$ cat config.mk
export PLATFORM = sky130hd
export DESIGN_NAME = spr_16x8_arbiter
export DESIGN_NICKNAME = d
export VERILOG_FILES = /design/src/rtl/spr_16x8_arbiter.sv
export SDC_FILE = /design/constraint.sdc
export NUM_CORES = 1
export LEC_CHECK = 0
export CORE_MARGIN = 5
export CORE_UTILIZATION = 32
export DETAILED_ROUTE_END_ITERATION = 8
export PLACE_DENSITY = 0.6
export SLEW_MARGIN = 20
export SYNTH_ARGS = -nofsm -noshare
export SYNTH_HDL_FRONTEND = slang
export SYNTH_SLANG_ARGS = --single-unit
export TNS_END_PERCENT = 50
$ cat constraint.sdc
create_clock -name CLK -period 1.62 [get_ports CLK]
set_input_delay 0.324 -clock CLK [delete_from_list [all_inputs] [get_ports CLK]]
set_output_delay 0.324 -clock CLK [all_outputs]
set_load 0.02 [all_outputs]
$ cat src/rtl/spr_16x8_arbiter.sv
// Two-port arbiter/sequencer sharing one spr_16x8 single-port RAM.
// One command per grant: IDLE -> ACCESS -> CAPTURE -> IDLE, all RAM pins driven from flops.
module spr_16x8_arbiter #(
  parameter int unsigned ADDR_W  = 4,
  parameter int unsigned DATA_W  = 8,
  parameter int unsigned FIX_PRI = 0
) (
  input  logic              CLK,
  input  logic              RST,
  input  logic              REQ0,
  input  logic              WEN0,
  input  logic [ADDR_W-1:0] ADDR0,
  input  logic [DATA_W-1:0] DATA0,
  output logic              GNT0,
  output logic              DONE0,
  output logic [DATA_W-1:0] RDATA0,
  input  logic              REQ1,
  input  logic              WEN1,
  input  logic [ADDR_W-1:0] ADDR1,
  input  logic [DATA_W-1:0] DATA1,
  output logic              GNT1,
  output logic              DONE1,
  output logic [DATA_W-1:0] RDATA1,
  output logic              MEM_WEN,
  output logic [ADDR_W-1:0] MEM_ADDR,
  output logic [DATA_W-1:0] MEM_DATA,
  input  logic [DATA_W-1:0] MEM_Q,
  output logic              BUSY
);

  typedef enum logic [1:0] {
    IDLE    = 2'd0,
    ACCESS  = 2'd1,
    CAPTURE = 2'd2
  } state_t;

  state_t state;
  logic   rr_ptr;
  logic   win;
  logic   op_rd;
  logic   pick_c;

  // Winner selection: lone requester wins; a tie goes to the pointer or to port 0.
  always_comb begin
    pick_c = REQ1;
    if (REQ0 && REQ1) begin
      pick_c = (FIX_PRI != 0) ? 1'b0 : rr_ptr;
    end
  end

  always_ff @(posedge CLK or posedge RST) begin
    if (RST) begin
      state    <= IDLE;
      rr_ptr   <= 1'b0;
      win      <= 1'b0;
      op_rd    <= 1'b0;
      GNT0     <= 1'b0;
      GNT1     <= 1'b0;
      DONE0    <= 1'b0;
      DONE1    <= 1'b0;
      RDATA0   <= '0;
      RDATA1   <= '0;
      MEM_WEN  <= 1'b0;
      MEM_ADDR <= '0;
      MEM_DATA <= '0;
      BUSY     <= 1'b0;
    end else begin
      GNT0  <= 1'b0;
      GNT1  <= 1'b0;
      DONE0 <= 1'b0;
      DONE1 <= 1'b0;
      case (state)
        IDLE: begin
          if (REQ0 || REQ1) begin
            win      <= pick_c;
            op_rd    <= pick_c ? ~WEN1 : ~WEN0;
            MEM_WEN  <= pick_c ? WEN1 : WEN0;
            MEM_ADDR <= pick_c ? ADDR1 : ADDR0;
            MEM_DATA <= pick_c ? DATA1 : DATA0;
            GNT0     <= ~pick_c;
            GNT1     <= pick_c;
            rr_ptr   <= ~rr_ptr;
            BUSY     <= 1'b1;
            state    <= ACCESS;
          end
        end
        ACCESS: begin
          // RAM samples the pins on this edge; write strobe is exactly one cycle.
          MEM_WEN <= 1'b0;
          state   <= CAPTURE;
        end
        CAPTURE: begin
          if (op_rd) begin
            if (win) RDATA1 <= MEM_Q;
            else     RDATA0 <= MEM_Q;
          end
          DONE0 <= ~win;
          DONE1 <= win;
          BUSY  <= 1'b0;
          state <= IDLE;
        end
        default: begin
          MEM_WEN <= 1'b0;
          BUSY    <= 1'b0;
          state   <= IDLE;
        end
      endcase
    end
  end

endmodule

Word-level counts from Yosys, hierarchy flattened:

Index checks and enable logic that the tools add are counted.

* eq/ne operators: 3
* multiplexer cells: 17
* bitwise logic cells: 7
* reduce and logical (&&, ||, !) cells: 8

Operator list (count)
* $mux W1: 11
* $mux W8: 1
* $not A1 Y1: 7
* $reduce_and A2 Y1: 3
* $reduce_and A3 Y1: 2
* $mux W4: 1
* $pmux W1 S2: 2
* $pmux W2 S2: 1
* $eq A2 B1 Y1 const B: 1
* $eq A2 B2 Y1 const B: 1
* $logic_not A2 Y1: 1
* $mux W2: 1
* $ne A2 B2 Y1 const B: 1
* $logic_and A1 B1 Y1: 1
* $logic_or A1 B1 Y1: 1

* register bits: 39
* bits of input ports: 38
* output and inout bits: 34
* logic and storage cells: 49

Longest topological paths before layout:

Gate-level depths: netlist (run 1).

* depth after elaboration: 5
* mapped depth: 7
* mapped depth without buffers: 4

Worst setup path before layout (run 1):

Ideal clock, no wire load.

* kind: flip-flop to flip-flop
* start point: register state[0]
* end point: register RDATA0[0]
* library setup time: 125 ps
* arrival time: 1242 ps
* required time: 1495 ps
* slack: 253 ps
* stages on the path, launching flop included: 6
* buffers on the path: 2
* clock period less this slack: 1367 ps
* cells stage by stage: dfrtp_1 -> buf_2 -> nor3b_2 -> and2_1 -> buf_4 -> mux2_2

* cells in the longest elaborated chain, start to end: 2

RTL lines
* start, declared: RTL line 37 `state_t state;`
* start signal, assigned: RTL line 53 `state <= IDLE;`
* start signal, assigned: RTL line 84 `state <= ACCESS;`
* start signal, assigned: RTL line 90 `state <= CAPTURE;`
* $eq A2 B2 Y1: RTL line 72 `case (state)`
* $reduce_and A3 Y1 (no source line)
* end signal, assigned: RTL line 61 `RDATA0 <= '0;`
* end signal, assigned: RTL line 95 `else RDATA0 <= MEM_Q;`
* end, declared: RTL line 16 `output logic [DATA_W-1:0] RDATA0,`

No other way between the ends.
A chain may end at the register's enable or synchronous reset.

Worst setup path in the final report (run 1):

* start point: register RDATA0[1]
* end point: output RDATA0[1]

No word-level cell between the ends.

==> summary by stage, run 1 <==
Worst setup path
In this design, the stage delay of the slowest critical-path cell is approximately 0.61 ns. The slowest stage of the critical path belongs to the cell sky130_fd_sc_hd__clkdlybuf4s50_1. Walking the worst path, the cells encountered are clkdlybuf4s50_1. Following the worst setup path forward leads to its endpoint at RDATA0[1]. STA classifies the critical path endpoint as an output pin.

The worst register-to-register path ends at RDATA0[0]. The number of buffer and inverter stages on the critical path is 1. The critical path launch point is RDATA0[1]. The largest fanout on the critical path is 2.

For the worst setup path, the data arrival time is between 1 and 1.5 ns. The worst setup path is launched from a register. The number of logic stages on the critical path including buffering is 1. The worst register-to-register path begins at state[0].

Setup slack on the worst reg-to-reg path comes out at ~0.18 ns. The worst reg-to-reg path cell count is 3. The critical path's top delay family is buffers and inverters. The critical path is of the register to output pin type. The critical path required time is around 1.3 ns.

STA
The final number of hold-violating endpoints is 0. Based on the critical path, the design can be clocked at up to between 600 and 700 MHz. The final max-slew violation count is 0.

The worst-margin pin slew is roughly 0.37 ns. Headroom to the max-slew limit came out at around 75%. The smallest clock period supported by the final layout is computed as roughly 1.6 ns.

The worst clock skew on the final layout is roughly 0.011 ns. Setup violations remaining at the end of the flow were counted as 0. Setup repair after global routing left no endpoint under its margin. The final critical-path share of the clock period is between 90% and 100%.

Synthesis
The post-synth design cell area is ~0.0017 sq mm. The yosys synthesis warning count is 0. Counting every net in the synthesized netlist gives around 170. The sequential cell area fraction in the yosys report is between 50% and 60%. After synthesis, the cell types taking the most area are sky130_fd_sc_hd__dfrtp_1 (56%), sky130_fd_sc_hd__mux2_2 (9.1%), sky130_fd_sc_hd__a2bb2oi_2 (7.8%). Of all cell types, the one taking the most synthesized area is sky130_fd_sc_hd__dfrtp_1. Counting distinct cell types in the post-synthesis netlist gives 30. After technology mapping, the gate count stands at ~130. The top cell type's share of synthesized area is between 50% and 60%.

The mean instance size in the synthesized netlist is ~13 sq um. The number of synthesized register bits is 39.

Power and ir drop
The combinational share of power is between 50 and 60%. The share of total power in sequential cells is between 30% and 40%. The internal portion of the total power is approximately 3.2 mW.

The power density relative to cell area is ~1900 mW/mm^2. Net switching is between 30% and 40% of the power. The net load switching power is between 1.5 and 2 mW. The maximum vdd ir drop is around 850 uV. Summed over all cells, the static leakage comes to approximately 1.2 nW. Power comes to a little over 5 mW. The relative contribution of the clock network to total power is between 10 and 15%.

Placed design
The count of buffers inserted at the top-level ports is between 70 and 80. The estimated wirelength of the detail-placed design is about 3.3 mm. The final weighted congestion in routability-driven placement is 0.865. The cell count after placement is 270.

Clock tree
The number of buffers inserted by post-CTS setup repair is 0. The library cell used as clock root buffer is sky130_fd_sc_hd__clkbuf_8. The H-tree was split into 2 levels. At the later pin of the worst-skew pair, clock insertion delay measures 0.29 ns. The number of buffers between clock root and the deepest sink is 2.

Counting the buffers created by CTS gives 5. Clock tree synthesis found a total of 39 sinks. The clock transition time at the flip-flop clock pins of the worst setup and hold paths is 0.08 ns. The TritonCTS clock tree is yes.

Cells and area
The top cell types in the final layout, fill and taps aside, are sky130_fd_sc_hd__clkdlybuf4s50_1 (53), sky130_fd_sc_hd__dfrtp_1 (39), sky130_fd_sc_hd__o21ai_0 (16). The final standard cell utilization of the core is between 50% and 60%. The synthesis-to-finish area growth is 54.6%.

The fraction of final layout cells sized beyond drive strength 1 is approximately 23%. Fill cells in the final layout number 470. The count of antenna diodes in the layout is 0. The number of non-filler instances in the completed layout is 278. The library cell used most frequently in the layout, excluding fill and tap cells, is sky130_fd_sc_hd__clkdlybuf4s50_1. The number of nets in the finished design is 245.

Drt
The initial DRC count is 31. The first detailed-routing pass ran for 4 iterations. The via density per instance is just under 5. The detailed router placed about 1300 vias in this run. The residual DRC count is 0. For this block, the routed nets add up to between 4 and 5 mm of wire. Dividing the detail-routed wire length by the instance count gives approximately 16 um.

The detail route stage leaves a number of antenna-violating nets equal to 0.

Die
The area of the die is ~0.007 sq mm. The starting density of the core is ~33%. The die span in x is around 84 um.

The core box area is 0.00520 sq mm. The number of top-level pins is 72. The floorplan has 26 rows. The overall die height is between 80 and 90 um.

Global route
Global routing used approximately an eighth of the available tracks. The number of global-route vias before repair is about 1500. The maximum number of pins on one net before global-route repair is 24. The number of antenna violations at the first check in global routing is 0. The overflow left after global routing is 0. The first global-routing pass estimated 7.34 mm of wire.

Status
The run finished with clean final reports.

Hold path
The path class of the tightest hold or removal check is input pin to asynchronous set/reset pin.

Flow run
Across the run, the number of max-cap violations was 0.
-- layer usage --
layer	routed length, um	vias up	track usage [%]	share of wire (%)
met5	0	-	0	0
met4	4	0	2.78	0.090
met3	433	2	6.52	9.7
met2	1900	66	19.5	43
met1	2120	639	16.7	48
li1	-	638	-	-
-- what timing repair did --
item                       4_1_cts  5_1_grt
resized for setup                7       12
setup endpoints to repair        7       19
hold buffers                     0        0
cloned                           0        0
-- cells in the mapped netlist, drive strengths merged --
cell,instances
a21boi,1
clkinv,1
o31a,1
nor3b,1
mux2,16
nor2,1
nand2,2
and2,1
o21ai,16
a311oi,12
o21bai,1
clkbuf,4
o31ai,1
nor2b,2
and3,1
or2,1
a2bb2oi,12
dfrtp,39
nand2b,1
a21oi,2
buf,7
inv,4
xnor2,1
and3b,1
-- flip-flops by register name, summed over array words and instances, names as in the netlist --
name	count
rr_ptr	1
GNT0	1
MEM_ADDR	4
RDATA0	8
DONE1	1
win	1
MEM_WEN	1
MEM_DATA	8
DONE0	1
state	2
op_rd	1
GNT1	1
RDATA1	8
BUSY	1
-- cell families (layout without fill, tap and decap cells) --
group                  Yosys count  after routing  share of synthesized area [%]
multiplexers                    16             16                           10.4
XOR/XNOR                         1              1                          0.503
buffers and inverters           16             95                           5.97
AND/OR/NAND/NOR                 11             11                           4.17
flip-flops                      39             39                           56.1
AO/OA/AOI/OAI                   46             46                           22.9
-- power by group through the flow --
stage / Combinational (mW) / Clock, mW / Sequential [mW]
after floorplan: 1.09 / 0 / 2.21
after global placement: 2.66 / 0 / 1.75
after detailed placement: 2.71 / 0 / 1.77
after CTS: 2.65 / 0.750 / 1.75
after global routing: 2.76 / 0.802 / 1.81
final: 2.60 / 0.731 / 1.74
-- worst min path at each step --
stage / to / slack [ns] / cells after the start
6_report: RDATA1[0] / 0.32 / 2
5_1_grt: RDATA1[3] / 0.32 / 2
4_1_cts: RDATA1[0] / 0.32 / 2
3_5_place_dp: DONE0 / 0.47 / 1
3_3_place_gp: DONE0 / 0.46 / 1
2_1_floorplan: DONE0 / 0.44 / 1
-- metrics by stage --
stage / cell area [sq um] / hold slack [ns] / worst slack [ns] / TNS [ns]
floorplan: 1740 / 0.436 / 0.253 / 0
global placement: 2570 / 0.459 / -0.0803 / -0.836
detailed placement: 2570 / 0.472 / -0.152 / -1.48
CTS: 2660 / 0.318 / 0.00219 / 0
global route: 2690 / 0.324 / 0.0000743 / 0
finish: 2690 / 0.315 / 0.0393 / 0
-- area by class of cell --
| class | instances | area [sq um] | share of cell area, % |
|---|---|---|---|
| Timing Repair Buffer | 82 | 837 | 31.1 |
| Clock buffer | 7 | 96.3 | 3.58 |
| Tap cell | 70 | 87.6 | 3.26 |
| Clock inverter | 1 | 7.51 | 0.279 |
| Sequential cell | 39 | 976 | 36.3 |
| Multi-Input combinational cell | 74 | 662 | 24.6 |
| Inverter | 5 | 23.8 | 0.884 |
Note: power is estimated with default switching activity, not from simulation.
==> run 2, diff against run 1 <==
--- a/config.mk
+++ b/config.mk
@@ -5,8 +5,9 @@
 export SDC_FILE = /design/constraint.sdc
 export NUM_CORES = 1
 export LEC_CHECK = 0
-export CORE_MARGIN = 5
+export CORE_MARGIN = 1
 export CORE_UTILIZATION = 32
+export CTS_BUF_LIST = sky130_fd_sc_hd__clkbuf_4
 export DETAILED_ROUTE_END_ITERATION = 8
 export PLACE_DENSITY = 0.6
 export SLEW_MARGIN = 20
==> run 2 against run 1 <==
Clock power decreased by 38%. Sequential cell count unchanged. Critical endpoint is now RDATA0[3]. Via count rose by 0.59%. Critical path depth up 2. Core utilization shrank 1.5 points. Highest routed layer unchanged. Worst hold slack improved by 0.026 ns.
==> summary by stage, run 2 (synthesis gave the netlist of run 1 again) <==
Clock tree
The source-to-sink clock delay at the later pin of the worst-skew pair is approximately 0.33 ns. The clock transition time at the flip-flop clock pins of the worst setup and hold paths is 0.11 ns. TritonCTS built the clock tree. In this run the post-CTS setup repair buffer count came out at 0. The TritonCTS buffer count is 5. The total number of clock tree sinks is 39. The library cell used as clock root buffer is sky130_fd_sc_hd__clkbuf_4. The H-tree depth reported by CTS is 2.

The cts-stage hold buffer count is 0. The clock passes through at most 2 buffers.

Die
The overall die height is around 76 um. Row generation in the floorplan step produced 26 rows. The area of the die is roughly 0.0057 sq mm. The die span in x is 75.8 um. In this run the count of I/O pins placed on the die edge is between 70 and 80.

The core box area is around 0.0052 sq mm. The starting density of the core is 33.6%.

Drt
After detailed routing, the number of remaining DRC violations is 0. The final wirelength is 4.08 mm. In the final routing, the length of wire on met1 measures between 1.5 and 2 mm. Summed over all nets, wire length on met2 after detailed routing comes to between 1.5 and 2 mm. The number of vias in the routed layout is roughly 1400. The wire length per cell is 14.9 um. The sum of met3 wire segment lengths after detailed routing is between 300 and 400 um. Before antenna repair, the detailed router went through 4 iterations. Dividing the detail-routed via count by the number of cells gives about 5. The residual antenna-violating net count after detailed routing is 0. In this run the top signal layer used is met4. The detailed router finished its first iteration with 16 violations.

STA
The worst-margin pin slew is approximately 0.32 ns. Timing would allow up to approximately 710 MHz. Setup violations remaining at the end of the flow were counted as 0. Once routing completed, OpenROAD measured the worst setup slack at 0.204 ns. The worst clock skew on the final layout is roughly 0.0087 ns. The final number of hold-violating endpoints is 0.

The final critical-path share of the clock period is around 90%. The time the worst path needs with I/O delays and setup is about 1.4 ns. Measured against its own limit, the worst slew margin works out to between 70% and 80%. The final max-slew violation count was 0.

Setup repair after global routing left no endpoint under its margin.

Worst setup path
The sort of element at the end of the critical path is a register. The critical path required time is about 1.8 ns. The register-to-register setup slack is about 0.20 ns.

The startpoint-to-endpoint class of the critical path is register to register. In this run the critical register-to-register path is captured at RDATA0[3]. The startpoint identified for the worst register-to-register timing path is state[1]. Tracing the worst setup path back leads to its startpoint at state[1].

The number of cells on the worst reg-to-reg path is 3. The critical path startpoint category is a register. The endpoint arrival time on the critical path is between 1.5 and 2 ns.

The largest fanout on the critical path is 8. The termination of the worst setup path is RDATA0[3].

Global route
The overall fraction of global-route tracks in use is between 15 and 20%. The global-route wire length before repair is about 6.5 mm. The maximum number of pins on one net before global-route repair is 40. The number of antenna violations at the first check in global routing is 0.

The overflow left after global routing is 0. The number of global-route vias before repair is roughly 1400.

Power and ir drop
The total power consumption of the routed design is 4.57 mW. The static leakage is approximately 1.2 nW. The power density relative to cell area is around 1800 mW/mm^2. Across the VDD grid, the largest voltage drop is ~780 uV.

Cells and area
The top cell types in the final layout, fill and taps aside, are sky130_fd_sc_hd__dfrtp_1 (39), sky130_fd_sc_hd__clkdlybuf4s50_1 (37), sky130_fd_sc_hd__dlygate4sd2_1 (29). The synthesis-to-finish area growth is 49.0%. Leaving out fill and tap cells, the most frequent cell in the layout is sky130_fd_sc_hd__dfrtp_1. The largest registers in the layout are MEM_DATA x8, RDATA0 x8, RDATA1 x8.

At the end of the flow, the number of nets in the layout was 244. 0 antenna diodes ended up in the layout. In the final layout, the share of cells above drive strength 1 is between 20% and 30%.

The final-layout fill cell count is slightly below 500.

Flow run
Across the run, the number of max-cap violations was 0.

Placed design
Before CTS, the worst setup slack after placement is -0.0978 ns. After legalization and detailed placement, the total HPWL measured 3.06 mm. The final weighted congestion in routability-driven placement is between 0.7 and 0.8.

Port buffering added between 70 and 80 buffers.

Status
The flow ran to the end, and the final reports show no timing, DRC or antenna violations.

Hold path
The tightest min-delay check is of the input pin to asynchronous set/reset pin type.
[run 2: changes by cell type in the layout (fill, tap and decap cells not counted), sizes merged]
cell	delta
clkbuf	-1
buf	-1
clkdlybuf4s50	-16
dlygate4sd2	+22
clkinvlp	-1
dlymetal6s2s	-6
[run 2: stage by stage]
| stage | setup TNS, ns | cell area, sq um | utilization [%] | hold slack, ns | std cells |
|---|---|---|---|---|---|
| after global placement | -0.764 | 2570 | 49.7 | 0.461 | 269 |
| after floorplan | 0 | 1740 | - | 0.436 | 129 |
| final | 0 | 2590 | 50.1 | 0.341 | 275 |
| after detailed placement | -1.13 | 2570 | 49.7 | 0.475 | 269 |
| after CTS | 0 | 2580 | 49.9 | 0.339 | 275 |
| after global routing | 0 | 2590 | 50.1 | 0.340 | 275 |
[run 2: how the worst min path moves through the flow]
| stage | end | slack [ns] | cells after the start |
|---|---|---|---|
| 2_1_floorplan | DONE0 | 0.44 | 1 |
| 3_3_place_gp | DONE0 | 0.46 | 1 |
| 3_5_place_dp | DONE0 | 0.47 | 1 |
| 4_1_cts | MEM_DATA[7] | 0.34 | 3 |
| 5_1_grt | MEM_WEN | 0.34 | 3 |
| 6_report | MEM_ADDR[2] | 0.34 | 3 |
[run 2: power breakdown]
part	total, mW	leakage [nW]	internal, mW	switching (mW)
combinational	2.41	0.666	1.19	1.22
clock	0.455	0.0276	0.171	0.283
sequential	1.70	0.462	1.44	0.262
total	4.57	1.16	2.80	1.76
[run 2: layout make-up]
| class | count | area (sq um) | share of cell area [%] |
|---|---|---|---|
| inverter | 5 | 23.8 | 0.917 |
| tap | 70 | 87.6 | 3.38 |
| clock buffer | 6 | 45.0 | 1.74 |
| timing repair buffer | 81 | 800 | 30.8 |
| multi-input combinational | 74 | 662 | 25.5 |
| sequential | 39 | 976 | 37.6 |
[run 2: worst max-delay path, cell delays in order (launching register included)]
cell and delay, ns:
sky130_fd_sc_hd__dfrtp_1 0.43, sky130_fd_sc_hd__nor3b_2 0.20, sky130_fd_sc_hd__and2_2 0.30, sky130_fd_sc_hd__mux2_2 0.36
[run 2: timing repair]
action / CTS / global route
pin swaps: 0 / 0
endpoints found under the setup margin: 29 / 13
gates resized for setup: 29 / 6
[run 2: per-layer routing]
metal | vias up | GRT usage (%)
met5 | - | 0
met2 | 63 | 26.5
met4 | 0 | 4.94
met1 | 650 | 17.5
li1 | 635 | -
met3 | 5 | 5.56
